===== src/rtl/bp_be_dcache_stat_gen.sv =====
// D$ statistics producer: counts accesses/hits/misses after a warmup window and
// streams a frozen snapshot as three tagged words over a valid/ready port.
module bp_be_dcache_stat_gen #(
  parameter int unsigned ctr_width_p    = 64,
  parameter int unsigned warmup_width_p = 30
) (
  input  logic                      clk_i,
  input  logic                      reset_n_i,
  input  logic                      freeze_i,
  input  logic                      clear_i,
  input  logic [warmup_width_p-1:0] warmup_instr_i,
  input  logic                      commit_v_i,
  input  logic                      access_v_i,
  input  logic                      access_hit_i,
  input  logic                      snapshot_i,
  output logic                      stat_v_o,
  input  logic                      stat_ready_i,
  output logic [1:0]                stat_id_o,
  output logic [ctr_width_p-1:0]    stat_data_o,
  output logic                      done_o,
  output logic [ctr_width_p-1:0]    access_count_o,
  output logic [ctr_width_p-1:0]    hit_count_o,
  output logic [ctr_width_p-1:0]    miss_count_o
);

  typedef enum logic [2:0] {
    e_warmup,
    e_count,
    e_dump_acc,
    e_dump_hit,
    e_dump_miss,
    e_done
  } state_e;

  state_e                    state_q, state_d;
  logic [warmup_width_p-1:0] warm_cnt_q, warm_cnt_d;
  logic [ctr_width_p-1:0]    acc_q, acc_d, hit_q, hit_d, miss_q, miss_d;
  logic [ctr_width_p-1:0]    snap_acc_q, snap_acc_d, snap_hit_q, snap_hit_d;
  logic [ctr_width_p-1:0]    snap_miss_q, snap_miss_d;
  logic                      snap_dly_q;
  logic                      stat_v_q, stat_v_d;
  logic [1:0]                stat_id_q, stat_id_d;
  logic [ctr_width_p-1:0]    stat_data_q, stat_data_d;
  logic                      done_q, done_d;

  logic warm, count_en, capture, hs, sync_clr;

  assign sync_clr = clear_i | freeze_i;
  assign warm     = (warm_cnt_q == warmup_instr_i);
  assign hs       = stat_v_q & stat_ready_i;

  // Counting, capture and warmup datapath
  always_comb begin
    warm_cnt_d = warm_cnt_q;
    if (commit_v_i && !warm)
      warm_cnt_d = warm_cnt_q + warmup_width_p'(1);

    count_en = warm && ((state_q == e_warmup) || (state_q == e_count) || (state_q == e_done));

    acc_d  = acc_q;
    hit_d  = hit_q;
    miss_d = miss_q;
    if (count_en && access_v_i) begin
      if (acc_q != '1) acc_d = acc_q + ctr_width_p'(1);
      if (access_hit_i) begin
        if (hit_q != '1) hit_d = hit_q + ctr_width_p'(1);
      end else begin
        if (miss_q != '1) miss_d = miss_q + ctr_width_p'(1);
      end
    end

    // In e_done only a fresh rising edge restarts a dump so a held level is one request
    unique case (state_q)
      e_warmup, e_count: capture = snapshot_i;
      e_done:            capture = snapshot_i & ~snap_dly_q;
      default:           capture = 1'b0;
    endcase

    snap_acc_d  = capture ? acc_d  : snap_acc_q;
    snap_hit_d  = capture ? hit_d  : snap_hit_q;
    snap_miss_d = capture ? miss_d : snap_miss_q;
  end

  // Next-state logic
  always_comb begin
    state_d = state_q;
    unique case (state_q)
      e_warmup:    if (capture) state_d = e_dump_acc;
                   else if (warm) state_d = e_count;
      e_count:     if (capture) state_d = e_dump_acc;
      e_dump_acc:  if (hs) state_d = e_dump_hit;
      e_dump_hit:  if (hs) state_d = e_dump_miss;
      e_dump_miss: if (hs) state_d = e_done;
      e_done:      if (capture) state_d = e_dump_acc;
      default:     state_d = e_warmup;
    endcase
  end

  // Output logic, decoded from the next state so the stream port is fully registered
  always_comb begin
    stat_v_d    = 1'b0;
    stat_id_d   = 2'd0;
    stat_data_d = '0;
    unique case (state_d)
      e_dump_acc:  begin stat_v_d = 1'b1; stat_id_d = 2'd0; stat_data_d = snap_acc_d;  end
      e_dump_hit:  begin stat_v_d = 1'b1; stat_id_d = 2'd1; stat_data_d = snap_hit_d;  end
      e_dump_miss: begin stat_v_d = 1'b1; stat_id_d = 2'd2; stat_data_d = snap_miss_d; end
      default:     ;
    endcase
    done_d = (state_q == e_dump_miss) && hs;
  end

  // State register
  always_ff @(posedge clk_i or negedge reset_n_i) begin
    if (!reset_n_i) begin
      state_q     <= e_warmup;
      warm_cnt_q  <= '0;
      acc_q       <= '0;
      hit_q       <= '0;
      miss_q      <= '0;
      snap_acc_q  <= '0;
      snap_hit_q  <= '0;
      snap_miss_q <= '0;
      snap_dly_q  <= 1'b0;
      stat_v_q    <= 1'b0;
      stat_id_q   <= 2'd0;
      stat_data_q <= '0;
      done_q      <= 1'b0;
    end else if (sync_clr) begin
      state_q     <= e_warmup;
      warm_cnt_q  <= '0;
      acc_q       <= '0;
      hit_q       <= '0;
      miss_q      <= '0;
      snap_acc_q  <= '0;
      snap_hit_q  <= '0;
      snap_miss_q <= '0;
      snap_dly_q  <= 1'b0;
      stat_v_q    <= 1'b0;
      stat_id_q   <= 2'd0;
      stat_data_q <= '0;
      done_q      <= 1'b0;
    end else begin
      state_q     <= state_d;
      warm_cnt_q  <= warm_cnt_d;
      acc_q       <= acc_d;
      hit_q       <= hit_d;
      miss_q      <= miss_d;
      snap_acc_q  <= snap_acc_d;
      snap_hit_q  <= snap_hit_d;
      snap_miss_q <= snap_miss_d;
      snap_dly_q  <= snapshot_i;
      stat_v_q    <= stat_v_d;
      stat_id_q   <= stat_id_d;
      stat_data_q <= stat_data_d;
      done_q      <= done_d;
    end
  end

  assign stat_v_o       = stat_v_q;
  assign stat_id_o      = stat_id_q;
  assign stat_data_o    = stat_data_q;
  assign done_o         = done_q;
  assign access_count_o = acc_q;
  assign hit_count_o    = hit_q;
  assign miss_count_o   = miss_q;

endmodule

===== config.mk =====
export PLATFORM = sky130hd
export DESIGN_NAME = bp_be_dcache_stat_gen
export DESIGN_NICKNAME = d
export VERILOG_FILES = /design/src/rtl/bp_be_dcache_stat_gen.sv
export SDC_FILE = /design/constraint.sdc
export NUM_CORES = 1
export LEC_CHECK = 0
export CORE_ASPECT_RATIO = 0.5
export CORE_MARGIN = 3
export CORE_UTILIZATION = 45
export DETAILED_ROUTE_END_ITERATION = 12
export PLACE_DENSITY = 0.73
export SLEW_MARGIN = 25
export SYNTH_ARGS = -nofsm -noshare
export SYNTH_HDL_FRONTEND = slang
export SYNTH_SLANG_ARGS = --single-unit
export TNS_END_PERCENT = 50

===== constraint.sdc =====
create_clock -name clk_i -period 2.8 [get_ports clk_i]
set_input_delay 0.56 -clock clk_i [delete_from_list [all_inputs] [get_ports clk_i]]
set_output_delay 0.56 -clock clk_i [all_outputs]
set_load 0.02 [all_outputs]

== Yosys cells after proc, flatten, opt, wreduce, memory -nomap -nowiden ==
Index checks and enable logic that the tools add are counted.

* Memory bits (read-only): 0
* Input bits: 39
* Latch bits: 0
* Register bits: 486
* Logic and storage cells: 81
* Output and inout port bits: 260
* Memories kept: 0
* Bits in writable memories: 0

* Divide/modulo/power cells: 0
* Bitwise logic cells: 4
* Order comparisons: 0
* Mux-type cells: 36
* Equal/unequal tests: 12
* Multiply operators: 0
* Reductions and logical operators: 12
* Shifts and indexed selects: 0
* Add/sub/neg operators: 4

{| class="wikitable"
|+ Operators with widths
! operator !! count
|-
| $mux W64 || 18
|-
| $add A64 B1 Y64 const B || 3
|-
| $ne A64 B64 Y1 const B || 3
|-
| $pmux W64 S3 || 1
|-
| $mux W30 || 2
|-
| $add A30 B1 Y30 const B || 1
|-
| $eq A30 B30 Y1 || 1
|-
| $mux W3 || 7
|-
| $pmux W3 S5 || 1
|-
| $eq A3 B2 Y1 const B || 4
|-
| $eq A3 B3 Y1 const B || 3
|-
| $logic_and A1 B1 Y1 || 4
|-
| $mux W1 || 4
|-
| $pmux W2 S2 || 1
|-
| $reduce_or A2 Y1 || 2
|-
| $eq A3 B1 Y1 const B || 1
|-
| $logic_not A3 Y1 || 1
|-
| $reduce_or A3 Y1 || 1
|-
| $and A1 B1 Y1 || 2
|-
| $logic_or A1 B1 Y1 || 2
|-
| $mux W2 || 1
|-
| $pmux W1 S2 || 1
|-
| $reduce_bool A2 Y1 || 1
|-
| $logic_not A1 Y1 || 1
|-
| 2 further kinds || 2
|}

== Depth between registers and ports, before layout ==
* Word-level depth: 9
* Mapped depth: 12
* Mapped depth without buffers: 10

== Worst setup path before layout ==
Ideal clock, no wire load.

* Path type: register to register
* Start: register acc_q[0], in the netlist access_count_o[0]
* End: register stat_data_q[8], in the netlist stat_data_o[8]
* Path buffers: 2
* Setup time: 101 ps
* Data required time: 2,699 ps
* Clock period less this slack: 3,052 ps
* Setup slack: -252 ps
* Stages on the path, launching flop included: 12
* Data arrival time: 2,951 ps
* Path through: dfrtp_1 > ha_1 > nand4_1 > or4_1 > or4_1 > buf_2 > o211ai_2 > buf_6 > nor3_1 > xnor2_1 > and2_1 > o32ai_1

* Longest elaborated chain between the ends: 6
* Elaborated cells between the ends (all ways): 7
* Classes of those cells: add/sub: 1; eq/ne: 1; mux: 5

{| class="wikitable"
|+ Ends and longest elaborated chain
! item !! RTL line !! source
|-
| from (decl) || 37 || <nowiki>logic [ctr_width_p-1:0] acc_q, acc_d, hit_q, hit_d, miss_q, miss_d;</nowiki>
|-
| from (signal assigned) || 118 || <nowiki>acc_q <= '0;</nowiki>
|-
| from (signal assigned) || 132 || <nowiki>acc_q <= '0;</nowiki>
|-
| from (signal assigned) || 146 || <nowiki>acc_q <= acc_d;</nowiki>
|-
| $add A64 B1 Y64 or $ne A64 B64 Y1 (tied branches) || 64 || <nowiki>if (acc_q != '1) acc_d = acc_q + ctr_width_p'(1);</nowiki>
|-
| $mux W64 (*) || 64 ||
|-
| $mux W64 (*) || 63 || <nowiki>if (count_en && access_v_i) begin</nowiki>
|-
| $mux W64 (*) || 79 || <nowiki>snap_acc_d = capture ? acc_d : snap_acc_q;</nowiki>
|-
| $pmux W64 S3 (*) || 104 || <nowiki>unique case (state_d)</nowiki>
|-
| $mux W64 (*) || 129 || <nowiki>end else if (sync_clr) begin</nowiki>
|-
| to (signal assigned) || 155 || <nowiki>stat_data_q <= stat_data_d;</nowiki>
|-
| to (decl) || 43 || <nowiki>logic [ctr_width_p-1:0] stat_data_q, stat_data_d;</nowiki>
|}

Every way passes the cells marked *; elsewhere a longest branch is shown, timed or not.
A chain may end at the register's enable or synchronous reset.

== Final worst setup path ==
* Start: register acc_q[1], in the netlist access_count_o[1]
* End: register stat_data_q[17], in the netlist stat_data_o[17]

Same word-level chain as after synthesis.

==> reports/summary.txt <==
Root buffer selected by CTS: sky130_fd_sc_hd__clkbuf_16
Estimated wirelength of the detail-placed design: 64,400 µm
Clock tree from TritonCTS: built
Antenna violations before repair: 7
Synthesized net count: 2,395
Worst path setup slack after routing: -0.453 ns
Setup repair after global routing missed its margin: true
I/O Buffers: 298
Total area of multi-input combinational cells: 12,800 µm²
Result of the run: complete, but fails checks
Reg clk slew, reported paths: 0.08 ns
P per Cell Area: 427 nW/µm²
Synthesis Warnings: 0
Number of global-route vias before repair: 22.2k
Die height: 165 µm
DRC errors left: 0
Total power draw: 0.0148 W
Worst Setup End Kind: flip-flop
Worst-case headroom to the max-slew limit: 0.385
Setup crit start kind: flip-flop
DRC violation total after the first TritonRoute iteration: 3,572
Detailed-route vias per instance: 6.37
Detailed Routing Iterations Pass 1: 6
Total of fill cells in the finished design: 3,104
Total routed wirelength: 99,700 µm
Area of all sequential standard cells: 12,200 µm²
Unique masters post-synth: 70
Area of the die: 53,400 µm²
Avg Synthesized Cell Area: 9.66 µm²
Worst path arrival time: 3.74 ns
Placement Rows: 57
Synthesized area: 22,700 µm²
Proportion of layout cells with a drive suffix above 1: 0.314
Clock buffer count from CTS: 44
Total count of hold-check failures in the final report: 0
Maximum clock rate: 0.307 GHz
Later-pin clock latency in the skew report: 0.59 ns
Portion of synthesized cell area occupied by the leading cell type: 0.535
Cell types with the largest area share after synthesis: sky130_fd_sc_hd__dfrtp_1, sky130_fd_sc_hd__nor2_1, sky130_fd_sc_hd__xnor2_1, sky130_fd_sc_hd__a21oi_1, sky130_fd_sc_hd__xor2_1
Post-route minimum period: 3.25 ns
Starting density of the core: 0.462
All-layer global routing usage: 0.341
Pin slew with the least headroom to its limit: 0.913 ns
Layout overhead on the synthesized area: 52.3%
Number of buffers between clock root and the deepest sink: 3
Detail Route Antenna Nets: 0
Number of H-tree branching levels: 2
# setup viols final: 373
Number of instances in the synthesized netlist: 2,352
Data required time of the critical path: 3.28 ns
Portion of the post-synthesis area used by sequential elements: 0.535
Post-DR wirelength/cell: 26.9 µm
Most used flip-flop cell after synthesis: sky130_fd_sc_hd__dfrtp_1
Die width: 324 µm
Number of flops mapped to enable cells by yosys: 0
Net count of the finished layout: 3,058
Proportion of register bits with asynchronous set or reset after synthesis: 1.00
Violations in the final reports: negative setup slack
Kind of path behind the tightest hold check: primary input to asynchronous set/reset pin
Total congestion overflow: 0
Boundary Pins: 299
Pins Over Slew Limit: 0
Period utilization: 1.16
Library cell with the largest summed area after synthesis: sky130_fd_sc_hd__dfrtp_1
Fin util: 0.703
Count of state elements after synthesis: 486
Area of the placeable core: 49,200 µm²
Classification of the worst setup path: flip-flop to flip-flop
Standby leakage power: 14.4 nW
Clock sink count: 486
Pin count of the biggest net entering global routing: 95
Clock skew: 0.0237 ns
Maximum Capacitance Violations: 0
First-pass GRT wire length: 137,000 µm
Crit-path max FO: 5
IR drop worst, VDD: 0.391 mV
Count of vias placed by the detailed router: 23.6k
Final Wtd Congestion: 1.01
[cells by family after synthesis]
group,Yosys count,synth area share
AND/OR/NAND/NOR,948,0.202
adder cells (fa/ha/maj),4,0.00220
multiplexers,10,0.00440
AO/OA/AOI/OAI,488,0.132
XOR/XNOR,245,0.0944
flip-flops,486,0.535
buffers and inverters,171,0.0301
[synthesized netlist by cell type (17+ instances only)]
cell type                    n
sky130_fd_sc_hd__and3_1     35
sky130_fd_sc_hd__xor2_1     91
sky130_fd_sc_hd__a211oi_1   63
sky130_fd_sc_hd__and2_1     35
sky130_fd_sc_hd__nor3_1     83
sky130_fd_sc_hd__a22oi_1    27
sky130_fd_sc_hd__nand3_1    88
sky130_fd_sc_hd__and4_1     28
sky130_fd_sc_hd__xnor2_1   154
sky130_fd_sc_hd__o21ai_0   123
sky130_fd_sc_hd__nor4_1     17
sky130_fd_sc_hd__dfrtp_1   486
sky130_fd_sc_hd__nand4_1    66
sky130_fd_sc_hd__clkbuf_1  130
sky130_fd_sc_hd__a21oi_1   167
sky130_fd_sc_hd__nand2_1   146
sky130_fd_sc_hd__a31oi_1    22
sky130_fd_sc_hd__inv_1      23
sky130_fd_sc_hd__nor2_1    380
[area by class of cell]
cell class | instances | share of cell area
Antenna cell | 4 | 0.000289
Sequential cell | 486 | 0.351
Clock inverter | 22 | 0.00669
Clock buffer | 58 | 0.0368
Tap cell | 649 | 0.0235
Multi-Input combinational cell | 1695 | 0.371
Timing Repair Buffer | 764 | 0.208
Inverter | 24 | 0.00260
[sequential cells by signal, summed over array words and instances, names as in the netlist]
signal          flops
stat_data_o        64
done_o              1
state_q             3
warm_cnt_q         30
snap_miss_q        64
snap_dly_q          1
snap_hit_q         64
miss_count_o       64
access_count_o     64
snap_acc_q         64
stat_v_o            1
stat_id_o           2
hit_count_o        64
[cells in the final DEF, fill, tap and decap left out, types with 12 or more instances in the layout]
cell type / Yosys / final
sky130_fd_sc_hd__clkbuf_16: 0 / 47
sky130_fd_sc_hd__o21ai_0: 123 / 122
sky130_fd_sc_hd__and4_1: 28 / 28
sky130_fd_sc_hd__a22oi_1: 27 / 27
sky130_fd_sc_hd__a31oi_1: 22 / 15
sky130_fd_sc_hd__clkdlybuf4s50_1: 0 / 293
sky130_fd_sc_hd__a21oi_2: 0 / 36
sky130_fd_sc_hd__xnor2_2: 0 / 56
sky130_fd_sc_hd__nor2_2: 0 / 25
sky130_fd_sc_hd__a211oi_1: 63 / 31
sky130_fd_sc_hd__and2_1: 35 / 22
sky130_fd_sc_hd__a21o_1: 13 / 13
sky130_fd_sc_hd__nand4_1: 66 / 66
sky130_fd_sc_hd__and3_1: 35 / 31
sky130_fd_sc_hd__xnor2_4: 0 / 14
sky130_fd_sc_hd__buf_12: 0 / 31
sky130_fd_sc_hd__xor2_2: 0 / 33
sky130_fd_sc_hd__nand2_1: 146 / 135
sky130_fd_sc_hd__a211oi_2: 1 / 30
sky130_fd_sc_hd__inv_1: 23 / 23
sky130_fd_sc_hd__buf_4: 2 / 368
sky130_fd_sc_hd__nand3_1: 88 / 82
sky130_fd_sc_hd__nor2_4: 0 / 30
sky130_fd_sc_hd__nor3_2: 2 / 17
sky130_fd_sc_hd__xor2_1: 91 / 53
sky130_fd_sc_hd__nor2_1: 380 / 325
sky130_fd_sc_hd__nor3_4: 0 / 39
sky130_fd_sc_hd__a21oi_1: 167 / 126
sky130_fd_sc_hd__nor4_4: 2 / 14
sky130_fd_sc_hd__nor3_1: 83 / 29
sky130_fd_sc_hd__xnor2_1: 154 / 84
sky130_fd_sc_hd__dfrtp_1: 486 / 483
sky130_fd_sc_hd__buf_6: 3 / 58
sky130_fd_sc_hd__and2_4: 0 / 12
[what timing repair did]
action | in CTS | in global routing
pin swaps | 170 | 166
endpoints found under the setup margin | 348 | 436
buffers inserted | 42 | 30
resized for setup | 309 | 289
gates cloned | 1 | 4
endpoints found under the hold margin | 35 | 0
hold buffers | 1 | 0
[worst paths after layout]
kind,startpoint,end,slack (ns),cells after the start
min in group clk_i,snap_hit_q[56]$_DFF_PN0_,stat_data_o[56]$_DFF_PN0_,0.54,1
worst max-delay path,access_count_o[1]$_DFF_PN0_,stat_data_o[17]$_DFF_PN0_,-0.45,12
max in group asynchronous,reset_n_i,stat_data_o[9]$_DFF_PN0_,1.44,3
worst min-delay path,reset_n_i,warm_cnt_q[14]$_DFFE_PN0P_,0.47,2
worst min register to register,snap_hit_q[56]$_DFF_PN0_,stat_data_o[56]$_DFF_PN0_,0.54,1
worst max register to register,access_count_o[1]$_DFF_PN0_,stat_data_o[17]$_DFF_PN0_,-0.45,12
[per-stage QoR]
stage / setup slack [ns] / TNS (ns) / instances / instance area (µm²) / hold WS, ns
2_1_floorplan: -0.167 / -5.25 / 2352 / 22700 / 0.264
3_3_place_gp: -0.902 / -263.74 / 3558 / 29300 / 0.492
3_5_place_dp: -0.888 / -278.59 / 3558 / 29300 / 0.490
4_1_cts: -0.249 / -29.03 / 3673 / 32700 / 0.513
5_1_grt: -0.431 / -73.36 / 3699 / 34600 / 0.513
6_report: -0.453 / -57.10 / 3702 / 34600 / 0.469
[power by group]
group / leakage, nW / total (W) / internal [W] / switching [W]
Clock: 0.740 / 0.00647 / 0.00352 / 0.00295
Sequential: 6.73 / 0.00722 / 0.00712 / 0.000101
Combinational: 6.97 / 0.00109 / 0.000343 / 0.000751
[critical path, cell delays in order, from the launching register on]
cell,delay [ns]
sky130_fd_sc_hd__dfrtp_2,0.41
sky130_fd_sc_hd__ha_4,0.15
sky130_fd_sc_hd__nand4_1,0.20
sky130_fd_sc_hd__or4_4,0.49
sky130_fd_sc_hd__or4_4,0.48
sky130_fd_sc_hd__o211ai_4,0.31
sky130_fd_sc_hd__buf_8,0.21
sky130_fd_sc_hd__buf_12,0.12
sky130_fd_sc_hd__buf_6,0.09
sky130_fd_sc_hd__nor4_4,0.04
sky130_fd_sc_hd__xnor2_2,0.19
sky130_fd_sc_hd__and2_4,0.21
sky130_fd_sc_hd__o32ai_2,0.24
[layer usage]
layer  track usage  vias up  part of all wire
li1              -     9548                 -
met1         0.432    11700              0.35
met2         0.523     1880              0.45
met3         0.124      459              0.14
met4         0.160        8             0.062
met5             0        -           0.00056
No activity file was read; power rests on OpenSTA's default activity.
